[src/rtl/neural_unit.sv]
// neural_unit: single neuron. Four shift-weights, a serial weighted sum of four
// signed Q16.16 inputs, and an optional Elliot activation x/(1+|x|).
// Build option: define NEURAL_UNIT_ELLIOT_EN to include the ACT state and the
// restoring divider; without it layer_Sel is ignored and every result is raw.
module neural_unit (
  input  logic        clk,
  input  logic        reset,
  input  logic [31:0] input0,
  input  logic [31:0] input1,
  input  logic [31:0] input2,
  input  logic [31:0] input3,
  input  logic [7:0]  weight,
  input  logic [1:0]  address,
  input  logic        write,
  input  logic        sumTrigger,
  input  logic        layer_Sel,
  output logic [31:0] layerOut,
  output logic        layerDone
);

  typedef enum logic [1:0] {IDLE, SUM, ACT, DONE} state_t;

  state_t            r_state, w_next;
  logic [3:0][7:0]   r_wbank;
  logic [3:0][7:0]   r_wsnap;
  logic [3:0][31:0]  r_xsnap;
  logic [1:0]        r_idx;
  logic [31:0]       r_acc;
  logic [31:0]       r_out;
  logic              r_done;

  logic [7:0]        w_w;
  logic [31:0]       w_x;
  logic signed [31:0] w_asr;
  logic [31:0]       w_shift;
  logic [31:0]       w_term;
  logic [31:0]       w_sum;
  logic              w_act_go;
  logic              w_unused;

`ifdef NEURAL_UNIT_ELLIOT_EN
  logic              r_sel;
  logic              r_neg;
  logic [32:0]       r_rem;
  logic [32:0]       r_div;
  logic [15:0]       r_q;
  logic [4:0]        r_cnt;
  logic [32:0]       w_mag;
  logic [33:0]       w_r2;
  logic              w_qbit;
  logic [15:0]       w_qfin;
  logic [31:0]       w_act_out;

  assign w_act_go = r_sel;
  assign w_unused = &{1'b0, r_wsnap[0][5], r_wsnap[1][5], r_wsnap[2][5], r_wsnap[3][5]};

  // Divider step: magnitude of the sum, one restoring iteration, signed result
  always_comb begin
    // 33-bit negate so that -2^31 yields a valid magnitude of 2^31
    w_mag     = r_acc[31] ? (33'd0 - {r_acc[31], r_acc}) : {1'b0, r_acc};
    w_r2      = {r_rem, 1'b0};
    w_qbit    = (w_r2 >= {1'b0, r_div});
    w_qfin    = {r_q[14:0], w_qbit};
    w_act_out = r_neg ? (32'd0 - {16'd0, w_qfin}) : {16'd0, w_qfin};
  end
`else
  assign w_act_go = 1'b0;
  assign w_unused = &{1'b0, layer_Sel, r_wsnap[0][5], r_wsnap[1][5], r_wsnap[2][5], r_wsnap[3][5]};
`endif

  // Current term: shift the selected input per its weight code, then negate
  always_comb begin
    w_w     = r_wsnap[r_idx];
    w_x     = r_xsnap[r_idx];
    w_asr   = $signed(w_x) >>> w_w[4:0];
    w_shift = w_w[6] ? w_asr : (w_x << w_w[4:0]);
    w_term  = w_w[7] ? (32'd0 - w_shift) : w_shift;
    w_sum   = r_acc + w_term;
  end

  // Next-state logic
  always_comb begin
    w_next = r_state;
    case (r_state)
      IDLE: if (sumTrigger) w_next = SUM;
      SUM:  if (r_idx == 2'd3) w_next = w_act_go ? ACT : DONE;
`ifdef NEURAL_UNIT_ELLIOT_EN
      ACT:  if (r_cnt == 5'd16) w_next = DONE;
`else
      ACT:  w_next = DONE;
`endif
      DONE: w_next = IDLE;
      default: w_next = IDLE;
    endcase
  end

  // State register
  always_ff @(posedge clk or negedge reset) begin
    if (!reset) r_state <= IDLE;
    else        r_state <= w_next;
  end

  // Weight bank: writes accepted in any state
  always_ff @(posedge clk or negedge reset) begin
    if (!reset) r_wbank <= '0;
    else if (write) r_wbank[address] <= weight;
  end

  // Datapath: snapshot, accumulate, divide, publish result and done pulse
  always_ff @(posedge clk or negedge reset) begin
    if (!reset) begin
      r_wsnap <= '0;
      r_xsnap <= '0;
      r_idx   <= '0;
      r_acc   <= '0;
      r_out   <= '0;
      r_done  <= 1'b0;
`ifdef NEURAL_UNIT_ELLIOT_EN
      r_sel   <= 1'b0;
      r_neg   <= 1'b0;
      r_rem   <= '0;
      r_div   <= '0;
      r_q     <= '0;
      r_cnt   <= '0;
`endif
    end else begin
      r_done <= (w_next == DONE);
      case (r_state)
        IDLE: if (sumTrigger) begin
          // bank read here sees the pre-write value on a same-edge write
          r_xsnap <= {input3, input2, input1, input0};
          r_wsnap <= r_wbank;
          r_acc   <= '0;
          r_idx   <= '0;
`ifdef NEURAL_UNIT_ELLIOT_EN
          r_sel   <= layer_Sel;
          r_cnt   <= '0;
`endif
        end
        SUM: begin
          r_acc <= w_sum;
          r_idx <= r_idx + 2'd1;
          if (r_idx == 2'd3 && !w_act_go) r_out <= w_sum;
        end
`ifdef NEURAL_UNIT_ELLIOT_EN
        ACT: begin
          if (r_cnt == 5'd0) begin
            // setup: quotient of (A<<16)/(2^16+A) fits 16 bits since A < 2^16+A
            r_neg <= r_acc[31];
            r_rem <= w_mag;
            r_div <= 33'h1_0000 + w_mag;
            r_q   <= '0;
          end else begin
            r_rem <= w_qbit ? (w_r2[32:0] - r_div) : w_r2[32:0];
            r_q   <= w_qfin;
            if (r_cnt == 5'd16) r_out <= w_act_out;
          end
          r_cnt <= r_cnt + 5'd1;
        end
`endif
        default: ;
      endcase
    end
  end

  assign layerOut  = r_out;
  assign layerDone = r_done;

endmodule

[config.mk]
export PLATFORM = sky130hd
export DESIGN_NAME = neural_unit
export DESIGN_NICKNAME = d
export VERILOG_FILES = /design/src/rtl/neural_unit.sv
export SDC_FILE = /design/constraint.sdc
export NUM_CORES = 1
export LEC_CHECK = 0
export ABC_CLOCK_PERIOD_IN_PS = 7680
export BUFFER_PORTS_ARGS = -buffer_cell sky130_fd_sc_hd__buf_2
export CAP_MARGIN = 20
export CORE_MARGIN = 2
export CORE_UTILIZATION = 59
export CTS_CLUSTER_SIZE = 30
export DETAILED_ROUTE_END_ITERATION = 8
export GPL_TIMING_DRIVEN = 0
export PLACE_DENSITY = 0.8
export SYNTH_ARGS = -nofsm -noshare
export SYNTH_HDL_FRONTEND = slang
export SYNTH_SLANG_ARGS = --single-unit
[constraint.sdc]
create_clock -name clk -period 7.68 [get_ports clk]
set_input_delay 1.536 -clock clk [delete_from_list [all_inputs] [get_ports clk]]
set_output_delay 1.536 -clock clk [all_outputs]
set_load 0.05 [all_outputs]
==> impl_metrics.toml, run 1 <==
[worst_setup_path]
path_class = "flop to flop"
end_kind = "flop"
critPathArrivalTime_ns = 7.92
cp_max_fo = 10
required_ns = 8.09
cp-start-kind = "flop"

[timing]
clock_skew_ns = 0.0245
fmax_ghz = 0.133
period_minus_slack_ns = 7.50
fin_ws_ns = 0.177
max_slew_margin_pct = 27.3
finalCritPeriodShare_pct = 97.7
rsz0062_at_grt = "no"
worstMarginPinSlew_ns = 1.09
slew_viol_final = 0
finalHoldViolCount = 0
fin_setup_tns_ns = 0
setup_viol = 0

[job]
drv_cap = 0

[global_route]
grt_overflow = 0
grt_pass1_wl_mm = 86.8
grt_max_degree = 109
antenna_found_initial = 0
track_usage_pct = 39.7
grt_pass1_vias = 14400

[route]
ant_nets = 0
first_pass_iters = 7
post_drt_via_cell_ratio = 6.75
routed_wl_mm = 57.7
drc = 0
vias = 14100
wire_per_inst_um = 27.7
initialDrtViolationCount = 1404

[synthesis]
async_flop_share_pct = 100
yosysSeqAreaShare_pct = 38.6
ys.flop_type = "dfrtp_1"
postSynthCellCount = 1483
synth.ff_latch_count = 253
yosysWarnings = 0
synth_edf_count = 0
synth_area_um2 = 16400
syn_nets = 1669
ys_types = 82
synth.avg_cell_area_um2 = 11.1

[cells_and_area]
nFillCells = 1983
finalNetCount = 1874
drive_gt1_share_pct = 35.5
fin_area_um2 = 18800
fin_util_pct = 68.1
diodes = 0
final_common_cell = "mux2_2"
area_growth_pct = 14.5
layout_common_cells = "mux2_2 (267), dfrtp_1 (253), buf_2 (182)"

[placement]
dp_hpwl_mm = 44.1
place_congestion = 1.11
portBuffers = 173
dpl_worst_slack_ns = -0.450
postPlaceCellArea_um2 = 17800

[clock_tree]
clk_latency_ns = 0.57
cts_tree = "yes"
clockBufferDepth = 3
cts_max_level = 1
cts_buffers = 27
cts_num_sinks = 253
path_clk_slew_ns = 0.06
hold_buffers = 0
cts_root_buf = "clkbuf_16"

[floorplanning]
die_area_um2 = 29100
start_util_pct = 59.5
die_x_um = 171
core_area_um2 = 27600
rows = 61
die_y_um = 171
pin_count = 176

[hold_path]
hold_path_class = "flop to flop"

[status]
outcome = "finished, final reports clean"
cell type report:
type	count	area [µm²]	share of cell area, %
buffer	88	489	2.61
clock buffer	41	808	4.30
clock inverter	9	67.6	0.360
inverter	21	78.8	0.420
multi-input combinational	1119	9580	51.0
sequential	253	6330	33.7
tap	378	473	2.52
timing repair buffer	178	953	5.08
timing repair:
item	CTS	global route
setup endpoints to repair	10	14
hold endpoints to repair	0	0
gates resized for setup	4	27
buffers inserted	2	0
pin swaps	1	1
Yosys cell counts (5+ instances only):
cell type / count / share of area (%)
nand2b_1: 12 / 0.46
a221oi_1: 10 / 0.53
nand3_1: 20 / 0.61
nand2_1: 74 / 1.7
nor2b_1: 12 / 0.46
dfrtp_1: 253 / 39
o2111ai_1: 5 / 0.27
a21oi_1: 58 / 1.8
a21o_1: 14 / 0.64
o21ai_1: 8 / 0.24
inv_1: 21 / 0.48
o31ai_1: 17 / 0.78
buf_2: 11 / 0.34
buf_1: 9 / 0.21
mux2i_1: 72 / 4.4
or2_2: 8 / 0.31
a211o_1: 5 / 0.27
or3_1: 5 / 0.19
nor2_1: 87 / 2.0
and2_1: 6 / 0.23
nand3b_1: 5 / 0.23
mux2_2: 267 / 18
nand4_1: 6 / 0.23
a31oi_1: 5 / 0.19
ha_1: 42 / 3.2
a22o_1: 33 / 1.8
clkbuf_1: 51 / 1.2
and3_1: 9 / 0.34
nor3b_1: 5 / 0.23
a22oi_1: 5 / 0.23
o211ai_1: 11 / 0.50
o21ai_0: 66 / 2.0
o21bai_1: 7 / 0.32
xor2_1: 16 / 0.85
buf_4: 8 / 0.37
buf_6: 9 / 0.62
a211oi_1: 14 / 0.64
xnor2_1: 39 / 2.1
nor4_1: 6 / 0.23
nor3_1: 22 / 0.67
mux4_2: 42 / 5.8
o22ai_1: 46 / 1.8
o21a_1: 5 / 0.23
registers in the layout, indices dropped and copies added (netlist names):
register / flops
r_xsnap: 128
r_wbank: 28
r_acc: 32
layerDone: 1
layerOut: 32
r_idx: 2
r_wsnap: 28
r_state: 2
routing by layer:
metal  track usage (%)  up-vias  part of all wire (%)
met5                 0        -                     0
met4              19.0        0                   5.5
met3              6.66      187                   8.0
met2              65.1      793                    47
met1              51.3     7081                    40
li1                  -     6026                     -
metrics by stage:
stage	instances	hold WS [ns]
final	2087	0.476
after global routing	2087	0.507
after CTS	2089	0.484
after detailed placement	2037	0.469
after global placement	2034	0.462
after floorplan	1483	0.455
critical path, stage by stage (launching register included):
cell and delay (ns):
dfrtp_1 0.38, clkbuf_4 0.27, mux4_2 0.33, buf_4 0.24, buf_6 0.20, nor2b_1 0.65, a222oi_1 0.23, buf_4 0.21
o311ai_0 0.81, nor2_2 0.20, and3_1 0.27, and3_1 0.19, a21oi_1 0.18, xnor2_1 0.16, ha_1 0.31, o21a_1 0.21
o211ai_1 0.35, o21ba_2 0.22, o31ai_2 0.13, a21oi_2 0.29, o211ai_1 0.21, a41oi_1 0.40, inv_1 0.18, xnor2_1 0.20
a32o_1 0.30, nor3_1 0.12, o21ai_1 0.09
path summary, 6_finish.rpt:
kind	to	start	cells after the start	slack [ns]
worst min register to register	layerOut[9]	layerOut[9]	2	0.48
min in group asynchronous	r_xsnap[24]	reset	1	0.87
worst min-delay path	layerOut[9]	layerOut[9]	2	0.48
worst max-delay path	r_acc[31]	r_idx[1]	26	0.18
max in group asynchronous	r_wsnap[11]	reset	2	5.92
worst max register to register	r_acc[31]	r_idx[1]	26	0.18
cell families after synthesis:
kind of cell	Yosys count	share of synthesized area (%)
multiplexers	383	28.7
AO/OA/AOI/OAI	345	14.2
AND/OR/NAND/NOR	293	8.84
flip-flops	253	38.6
buffers and inverters	111	3.42
XOR/XNOR	55	2.94
adder cells (fa/ha/maj)	43	3.33
Power of run 1 is left out: the tool's default activity adds up to more than one toggle a clock period on the data nets, which glitch-free logic cannot reach.
==> run 2: changes to the inputs <==
- CORE_ASPECT_RATIO: not set -> 0.9
==> impl_metrics.toml, run 2 (synthesized netlist as in run 1, its figures left out) <==
[route]
vias = 13900
initialDrtViolationCount = 1595
first_pass_iters = 6
drc = 0
routed_wl_mm = 55.6
wire_per_inst_um = 27.0
ant_nets = 0
post_drt_via_cell_ratio = 6.76

[worst_setup_path]
slowest_delay_ns = 0.59
path_delay_family = "compound AO/OA/AOI/OAI gates"
rrSetupSlack_ns = 0.32
r2r-start = "r_idx[0]"
slowest_stage = "mux4_2"
cp_max_fo = 10
cp-start-kind = "flop"
r2r_cells = 25
r2r-end = "r_acc[31]"
crit_buf_inv = 4
critPathArrivalTime_ns = 7.75
required_ns = 8.07
end_kind = "flop"
path_class = "flop to flop"

[clock_tree]
cts_tree = "yes"
cts_max_level = 1
clk_latency_ns = 0.54
cts_num_sinks = 253
hold_buffers = 0
cts_root_buf = "clkbuf_16"
clockBufferDepth = 3
cts_buffers = 25
path_clk_slew_ns = 0.06

[timing]
worstMarginPinSlew_ns = 1.07
rsz0062_at_grt = "no"
finalHoldViolCount = 0
setup_viol = 0
slew_viol_final = 0
clock_skew_ns = 0.0129
finalCritPeriodShare_pct = 95.8
fmax_ghz = 0.136
fin_setup_tns_ns = 0
period_minus_slack_ns = 7.36
max_slew_margin_pct = 28.1

[floorplanning]
start_util_pct = 60.3
die_x_um = 180
core_area_um2 = 27200
rows = 57
pin_count = 176
die_area_um2 = 29100
die_y_um = 162

[cells_and_area]
drive_gt1_share_pct = 35.1
layout_common_cells = "mux2_2 (267), dfrtp_1 (253), buf_2 (181)"
regMostFlops = "r_xsnap"
fin_util_pct = 68.7
finalNetCount = 1872
area_growth_pct = 13.9
fin_area_um2 = 18700
final_common_cell = "mux2_2"
largest_register_ff_count = 128

[placement]
place_congestion = 1.10
portBuffers = 173
dp_hpwl_mm = 42.8
postPlaceCellArea_um2 = 17800

[hold_path]
min_from = "layerOut[12]"
hold_depth = 2
holdPathEnd = "layerOut[12]"
hold_path_class = "flop to flop"

[job]
drv_cap = 0

[status]
outcome = "finished, final reports clean"

[global_route]
grt_pass1_vias = 14300
grt_pass1_wl_mm = 84.9
grt_overflow = 0
track_usage_pct = 37.9
antenna_found_initial = 0
grt_max_degree = 106
-- run 2: per-layer routing --
layer | track usage [%] | wire (µm)
met5 | 0 | 0
met4 | 12.9 | 1810
met3 | 8.48 | 5660
met2 | 59.9 | 25100
met1 | 52.2 | 23000
-- run 2: tightest hold or removal path, cell delays in order (launching register included) --
cell	delay, ns
dfrtp_1	0.34
nand2_1	0.05
o31ai_1	0.05
-- run 2: how the worst max path moves through the flow --
stage	depth (start not counted)	start	endpoint	slack [ns]
after floorplan	25	r_idx[0]	r_acc[31]	1.71
after global placement	26	r_idx[1]	r_acc[31]	-0.27
after detailed placement	26	r_idx[1]	r_acc[31]	-0.13
after CTS	26	r_idx[1]	r_acc[31]	0.07
after global routing	26	r_idx[0]	r_acc[31]	0.09
final	25	r_idx[0]	r_acc[31]	0.32
-- run 2: layout make-up --
class	count	area (µm²)
clock buffers	37	741
fillers	1958	8500
multi-input cells	1119	9570
well taps	354	443
flip-flops and latches	253	6330
diodes	1	2.50
inverters	21	78.8
repair buffers	177	946
clock inverters	7	63.8
plain buffers	89	492
-- run 2: repair_timing --
| action | 4_1_cts | 5_1_grt |
|---|---|---|
| pin swaps | 2 | 3 |
| buffers inserted | 0 | 1 |
| cloned | 0 | 0 |
| setup endpoints to repair | 5 | 10 |
| gates resized for setup | 3 | 26 |
-- run 2: per-stage QoR --
step / setup slack, ns / hold slack (ns) / std cells
6_report: 0.322 / 0.482 / 2058
5_1_grt: 0.0902 / 0.507 / 2057
4_1_cts: 0.0652 / 0.481 / 2057
3_5_place_dp: -0.126 / 0.465 / 2013
3_3_place_gp: -0.271 / 0.464 / 2010
2_1_floorplan: 1.71 / 0.455 / 1483
Power of run 2 is left out for the same reason.
